`config.mk`:
```
export PLATFORM = sky130hd
export DESIGN_NAME = rr_elastic_arbiter
export DESIGN_NICKNAME = d
export VERILOG_FILES = /design/src/rtl/rr_elastic_arbiter.sv
export SDC_FILE = /design/constraint.sdc
export NUM_CORES = 1
export LEC_CHECK = 0
export ABC_CLOCK_PERIOD_IN_PS = 6500
export CAP_MARGIN = 20
export CORE_UTILIZATION = 43
export CTS_CLUSTER_DIAMETER = 40
export DETAILED_ROUTE_END_ITERATION = 10
export PLACE_DENSITY = 0.87
export SYNTH_ARGS = -nofsm -noshare
export SYNTH_HDL_FRONTEND = slang
export SYNTH_SLANG_ARGS = --single-unit
export TNS_END_PERCENT = 10
```
`constraint.sdc`:
```
create_clock -name clk -period 6.5 [get_ports clk]
set_clock_uncertainty 0.15 [all_clocks]
set_input_delay 1.3 -clock clk [delete_from_list [all_inputs] [get_ports clk]]
set_output_delay 1.3 -clock clk [all_outputs]
set_load 0.01 [all_outputs]
```
`src/rtl/rr_elastic_arbiter.sv`:
```
`default_nettype none
// ============================================================================
//  Module      : rr_elastic_arbiter
//  Description : Round-robin arbiter that shares one registered elastic
//                output stage among N valid/ready requesters. Each accepted
//                beat is registered together with the index of the requester
//                that supplied it. The grant stays on the current owner for
//                up to MAX_BURST consecutive beats while it keeps requesting.
//  Revision    : 1.0 - initial release
// ============================================================================
module rr_elastic_arbiter #(
    parameter int N         = 4,
    parameter int W         = 32,
    parameter int MAX_BURST = 1,
    parameter int IW        = $clog2(N)
) (
    input  logic             clk,
    input  logic             rst,
    input  logic [N*W-1:0]   t_data,
    input  logic [N-1:0]     t_valid,
    output logic [N-1:0]     t_ready,
    output logic [W-1:0]     i0_data,
    output logic             i0_valid,
    output logic [IW-1:0]    i0_id,
    input  logic             i0_ready
);

    localparam logic [7:0]    c_max_burst  = 8'(MAX_BURST);
    localparam logic [IW-1:0] c_owner_rst  = IW'(N - 1);

    // ------------------------------------------------------------------------
    // State
    // ------------------------------------------------------------------------
    logic [IW-1:0] r_owner;   // last requester that transferred
    logic [7:0]    r_cnt;     // consecutive beats in the current burst
    logic          r_open;    // a burst is in progress and may be extended
    logic [W-1:0]  r_data;
    logic [IW-1:0] r_id;
    logic          r_valid;

    // ------------------------------------------------------------------------
    // Combinational selection
    // ------------------------------------------------------------------------
    logic          w_load;
    logic          w_any;
    logic          w_hold;
    logic          w_xfer;
    logic [IW-1:0] w_search;
    logic [IW-1:0] w_cand;
    logic          w_found;
    logic [IW-1:0] w_sel;
    logic [W-1:0]  w_sel_data;

    // The output stage can accept when it is empty or being drained.
    assign w_load = ~r_valid | i0_ready;
    assign w_any  = |t_valid;
    assign w_xfer = w_load & w_any;

    // r_open is cleared at reset and after an idle load cycle, so a burst
    // only continues across back-to-back grants of the same owner. This is
    // what makes the first search after reset start at requester 0 and what
    // restarts the count after the owner drops its request.
    assign w_hold = t_valid[r_owner] & r_open & (r_cnt < c_max_burst);

    // Rotating priority search: owner+1, owner+2, ... wrapping, ending at owner.
    always_comb begin
        w_search = r_owner;
        w_cand   = '0;
        w_found  = 1'b0;
        for (int i = 1; i <= N; i++) begin
            w_cand = IW'((int'(r_owner) + i) % N);
            if (!w_found && t_valid[w_cand]) begin
                w_found  = 1'b1;
                w_search = w_cand;
            end
        end
    end

    assign w_sel      = w_hold ? r_owner : w_search;
    assign w_sel_data = t_data[w_sel*W +: W];

    // One-hot ready towards the selected requester; zero when stalled or idle.
    generate
        for (genvar k = 0; k < N; k++) begin : g_ready
            assign t_ready[k] = w_xfer & (w_sel == IW'(k));
        end
    endgenerate

    // ------------------------------------------------------------------------
    // Output stage and arbitration state update
    // ------------------------------------------------------------------------
    // Register the granted beat, or empty the stage when nothing is offered.
    always_ff @(posedge clk) begin
        if (rst) begin
            r_valid <= 1'b0;
            r_data  <= '0;
            r_id    <= '0;
            r_owner <= c_owner_rst;
            r_cnt   <= 8'd0;
            r_open  <= 1'b0;
        end else if (w_load) begin
            if (w_any) begin
                r_valid <= 1'b1;
                r_data  <= w_sel_data;
                r_id    <= w_sel;
                r_owner <= w_sel;
                r_cnt   <= w_hold ? (r_cnt + 8'd1) : 8'd1;
                r_open  <= 1'b1;
            end else begin
                r_valid <= 1'b0;
                r_open  <= 1'b0;
            end
        end
    end

    assign i0_valid = r_valid;
    assign i0_data  = r_data;
    assign i0_id    = r_id;

endmodule
`default_nettype wire

```
# Yosys cells after proc, flatten, opt, wreduce, memory -nomap -nowiden

Index checks and enable logic that the tools add are counted.

Word-level logic and storage cells: 58
Register bits after elaboration: 45
Output and inout bits: 39
Bits of input ports: 135

Order comparisons: 6
Bitwise logic cells: 9
Reductions and logical operators: 9
Shift operators: 1
$add $sub $neg: 5
Muxes and demuxes: 20
Eq/ne operators: 3

Operator list:

| cell                  | number |
|---|---|
| $shiftx A128 B8 Y32   | 1 |
| $lt A2 B3 Y1 const B  | 5 |
| $bmux W1 S2           | 5 |
| $mux W2               | 5 |
| $mux W1               | 9 |
| $add A8 B1 Y8 const B | 1 |
| $lt A8 B1 Y1 const B  | 1 |
| $mux W8               | 1 |
| $and A1 B1 Y1         | 7 |
| $add A2 B1 Y2 const B | 2 |
| $add A2 B2 Y2 const B | 2 |
| $eq A2 B2 Y1 const B  | 2 |
| $reduce_or A4 Y1      | 1 |
| $logic_and A1 B1 Y1   | 3 |
| $logic_not A1 Y1      | 3 |
| $eq A2 B1 Y1 const B  | 1 |
| $logic_not A2 Y1      | 1 |
| $reduce_and A2 Y1     | 1 |
| $not A1 Y1            | 1 |
| $or A1 B1 Y1          | 1 |

# Logic depth before layout (Yosys ltp)

Depth in word-level cells: 16
Mapped depth: 10
Depth with buffers taken out: 8

# Worst setup path after synthesis

No wires, ideal clock.

Path type: input to output
Start point: input port t_valid[3]
End point: output port t_ready[0]
Setup slack: 2121 ps
Stages on the path: 7
Data arrival time: 2929 ps
Path buffers: 2
Required time: 5050 ps
Path through: mux4_2 nand3_2 o2111a_1 buf_6 xnor2_4 buf_6 nor3b_1

Longest elaborated chain between the ends: 15
Elaborated cells on any way between the ends: 30
Classes of those cells: mux (18); bitwise (4); reduce/logical (8)

RTL lines:

| item                          | line | RTL |
|---|---|---|
| start, declared               | 20   | `input logic [N-1:0] t_valid,` |
| $bmux W1 S2                   | 72   | `if (!w_found && t_valid[w_cand]) begin` |
| $mux W1 (implied by the code) | 72   |  |
| $mux W1                       | 72   |  |
| $logic_not A1 Y1              | 72   |  |
| $logic_and A1 B1 Y1           | 72   |  |
| $mux W1                       | 72   |  |
| $logic_not A1 Y1              | 72   |  |
| $logic_and A1 B1 Y1           | 72   |  |
| $mux W1                       | 72   |  |
| $logic_not A1 Y1              | 72   |  |
| $logic_and A1 B1 Y1           | 72   |  |
| $mux W2                       | 72   |  |
| $mux W2                       | 79   | `assign w_sel = w_hold ? r_owner : w_search;` |
| $logic_not A2 Y1              | 85   | `assign t_ready[k] = w_xfer & (w_sel == IW'(k));` |
| $and A1 B1 Y1 *               | 85   |  |
| end, declared                 | 21   | `output logic [N-1:0] t_ready,` |

Every way passes the cells marked *; elsewhere a longest branch is shown, timed or not. The select of a mux whose other input is x is not followed.

# Final worst setup path

Start point: input port t_valid[2]
End point: output port t_ready[0]

Same word-level chain as after synthesis.

==> flow_summary_export.csv <==
group,metric,value,unit
run_status,status,"finished clean",
logic_synthesis,syn_inst,480,
clock_tree,post_cts_buffers,0,
timing,setup_ws,0.9908,ns
routing,first_iter_violations,178,
global_routing,grt_max_degree,67,
timing,rsz0062_at_grt,"false",
worst_setup_path,worstPathRequired,5.05,ns
logic_synthesis,ys_warn_count,0,
floorplan,start_util,44.49,%
final_layout,drive_above_1_share,4.140,%
worst_setup_path,start_kind,"input port",
clock_tree,hold_buffers,0,
final_layout,area_delta_synth_final,57.46,%
clock_tree,cts_tree,"built",
floorplan,fp.dieArea,0.007896,mm^2
global_routing,busiest_layer,"met2",
place,pre_cts_slack,0.9842,ns
timing,setup_viol,0,
global_routing,grt_util_all_layers,27.34,%
worst_setup_path,critical_path.startpoint,"t_valid[2]",
timing,timing.final.crit_share,84.76,%
place,port_buffers,173,
routing,wl_per_cell,15.23,um
floorplan,core,0.007292,mm^2
timing,period_needed,5.509,ns
timing,hold_viol_final,0,
worst_setup_path,cp_max_fo,18,
timing,maxSlewHeadroom,27.09,%
logic_synthesis,synth_nets,617,
routing,dr.pass1.iters,6,
timing,tightest_slew,1.090,ns
logic_synthesis,synth_seq_cells,45,
pwr,power.density,246.9,mW/mm^2
timing,drv_slew,0,
timing,tns,0,ns
final_layout,antennaDiodeCount,0,
worst_setup_path,rr_worst_depth,7,
clock_tree,cts_max_path_buffers,2,
logic_synthesis,ys_types,42,
final_layout,ff_latch_area,902.1,um^2
clock_tree,clk_latency,0.30,ns
routing,ant_nets,0,
global_routing,grt_pass1_wl,16.86,mm
timing,fmax,181.5,MHz
flow_run,cap_violations,0,
worst_setup_path,criticalPathCategory,"in2out",
global_routing,overflow,0,
clock_tree,cts_resized,0,
floorplan,die_y,88.86,um
pwr,total_power,1.261,mW
clock_tree,cts_root_buf,"clkbuf_8",
timing,whs,0.3240,ns
worst_setup_path,r2r_start,"r_owner[0]",
routing,viasPerCell,5.558,
routing,vias,4041,
clock_tree,h-tree-depth,2,
global_routing,use_met2,49.09,%
logic_synthesis,syn_area,0.003244,mm^2
worst_setup_path,worstSetupEndpointType,"output pin",
logic_synthesis,avgSynthCellArea,6.759,um^2
floorplan,io-pin-count,174,
final_layout,nFillCells,608,
place,hpwlAfterDp,8.077,mm
routing,wl,11.08,mm
pwr,p_leak,1.983,nW
worst_hold_path,worstHoldStart,"i0_id[1]",
routing,drc_errors,0,
floorplan,fp.dieW,88.86,um
final_layout,fin_cells,727,
worst_hold_path,worstHoldPathCells,2,
worst_hold_path,hp-class,"reg2reg",
final_layout,multi_input_area,0.002161,mm^2
global_routing,antenna_found_initial,0,
place,placedCellCount,719,
logic_synthesis,yosysSeqAreaShare,27.77,%
clock_tree,clk_pin_slew_worst_paths,0.10,ns
pwr,irDropWorstVdd,133.8,uV
final_layout,nNetsFinal,764,
worst_setup_path,cp.arrival,4.06,ns
global_routing,grt_pass1_vias,3757,
place,routabilityCongestion,0.7775,
clock_tree,cts_buffers,5,
global_routing,grtUsageMet3,4.757,%
global_routing,grt.met1_usage,31.46,%
floorplan,rows,31,
clock_tree,cts_sinks,45,
-- cell usage after synthesis --
cell type    n  area [um^2]
nand2_1    169        634.4
a21oi_1     75        375.4
dfxtp_1     45        900.9
mux2i_1     32        320.3
o211ai_1    32        240.2
o21ai_0     29        145.1
clkbuf_1    27        101.4
nor2_1      11        41.29
buf_2        5        25.02
inv_1        5        18.77
o21ai_1      5        25.02
nor3_1       4        20.02
and3_1       3        18.77
a211oi_1     2        15.01
a41oi_1      2        17.52
buf_6        2        22.52
buf_8        2        30.03
ha_1         2        25.02
nand2b_1     2        12.51
nor3b_1      2        15.01
nor4_1       2        12.51
xor2_1       2        17.52
a21o_1       1        7.510
a31oi_1      1        6.260
and3b_1      1        8.760
and4b_4      1        13.76
buf_1        1        3.750
buf_4        1        7.510
mux4_2       1        22.52
nand3_2      1        10.01
nand4_1      1        6.260
nor2_2       1        6.260
nor3_2       1        10.01
nor3b_2      1        12.51
nor4bb_1     1        10.01
o2111a_1     1        11.26
o2111ai_1    1        8.760
o211ai_2     1        12.51
or2_1        1        6.260
or3b_2       1        8.760
or4b_1       1        10.01
xnor2_4      1        27.53
-- worst max-delay path, stage by stage --
cell             delay (ns)
clkdlybuf4s50_1        0.59
nor3b_2                0.22
a31oi_1                0.12
o2111a_1               0.41
xnor2_4                0.60
nor3b_1                0.26
clkdlybuf4s50_1        0.56
-- final cells by class --
cell class                      count  share of cell area, %
Multi-Input combinational cell    392                  42.30
Clock inverter                      3                  1.274
Tap cell                           99                  2.425
Inverter                            5                 0.3674
Clock buffer                        5                  1.347
Timing Repair Buffer              178                  34.63
Sequential cell                    45                  17.66
-- layer usage --
layer | routed length [um] | share of wire [%]
met2 | 5521 | 50
met5 | 0 | 0
met4 | 317 | 2.9
met3 | 956 | 8.6
met1 | 4279 | 39
-- where the power goes --
part | internal [mW] | switching [mW] | total (mW)
sequential | 0.329 | 0.0481 | 0.378
clock | 0.153 | 0.107 | 0.260
combinational | 0.317 | 0.307 | 0.624
total | 0.799 | 0.462 | 1.26
-- cell families after synthesis --
| kind of cell | count (synthesis) | synth area share (%) |
|---|---|---|
| buf+inv | 43 | 6.440 |
| mux | 33 | 10.57 |
| compound gates | 150 | 26.65 |
| simple gates | 204 | 26.42 |
| flops | 45 | 27.77 |
| fa+ha+maj | 2 | 0.7712 |
| xor+xnor | 3 | 1.389 |
-- worst paths after layout --
check / endpoint / slack, ns
setup reg to reg: i0_data[6] / 2.58
setup / recovery: t_ready[0] / 0.99
hold reg to reg: i0_id[1] / 0.32
hold / removal: i0_id[1] / 0.32
-- registers in the layout, summed over array words and instances, names as in the netlist --
register	count
i0_valid	1
r_owner	2
i0_data	32
i0_id	2
r_cnt	8
-- per-stage QoR --
stage | utilization (%) | cell area [um^2]
6_report | 70.06 | 5109
5_1_grt | 70.06 | 5109
4_1_cts | 70.06 | 5109
3_5_place_dp | 68.22 | 4975
3_3_place_gp | 68.22 | 4975
2_1_floorplan | - | 3244
-- placed cells by master, fill, tap and decap left out, types with 3 or more instances in the layout --
cell	instances
inv_1	4
nand2_1	169
clkdlybuf4s50_1	173
buf_4	5
nor3_1	4
o211ai_1	32
dfxtp_1	44
and3_1	3
o21ai_0	29
o21ai_1	5
nor2_1	10
clkbuf_8	5
a21oi_1	75
mux2i_1	32
Note: power is estimated with default switching activity, not from simulation.
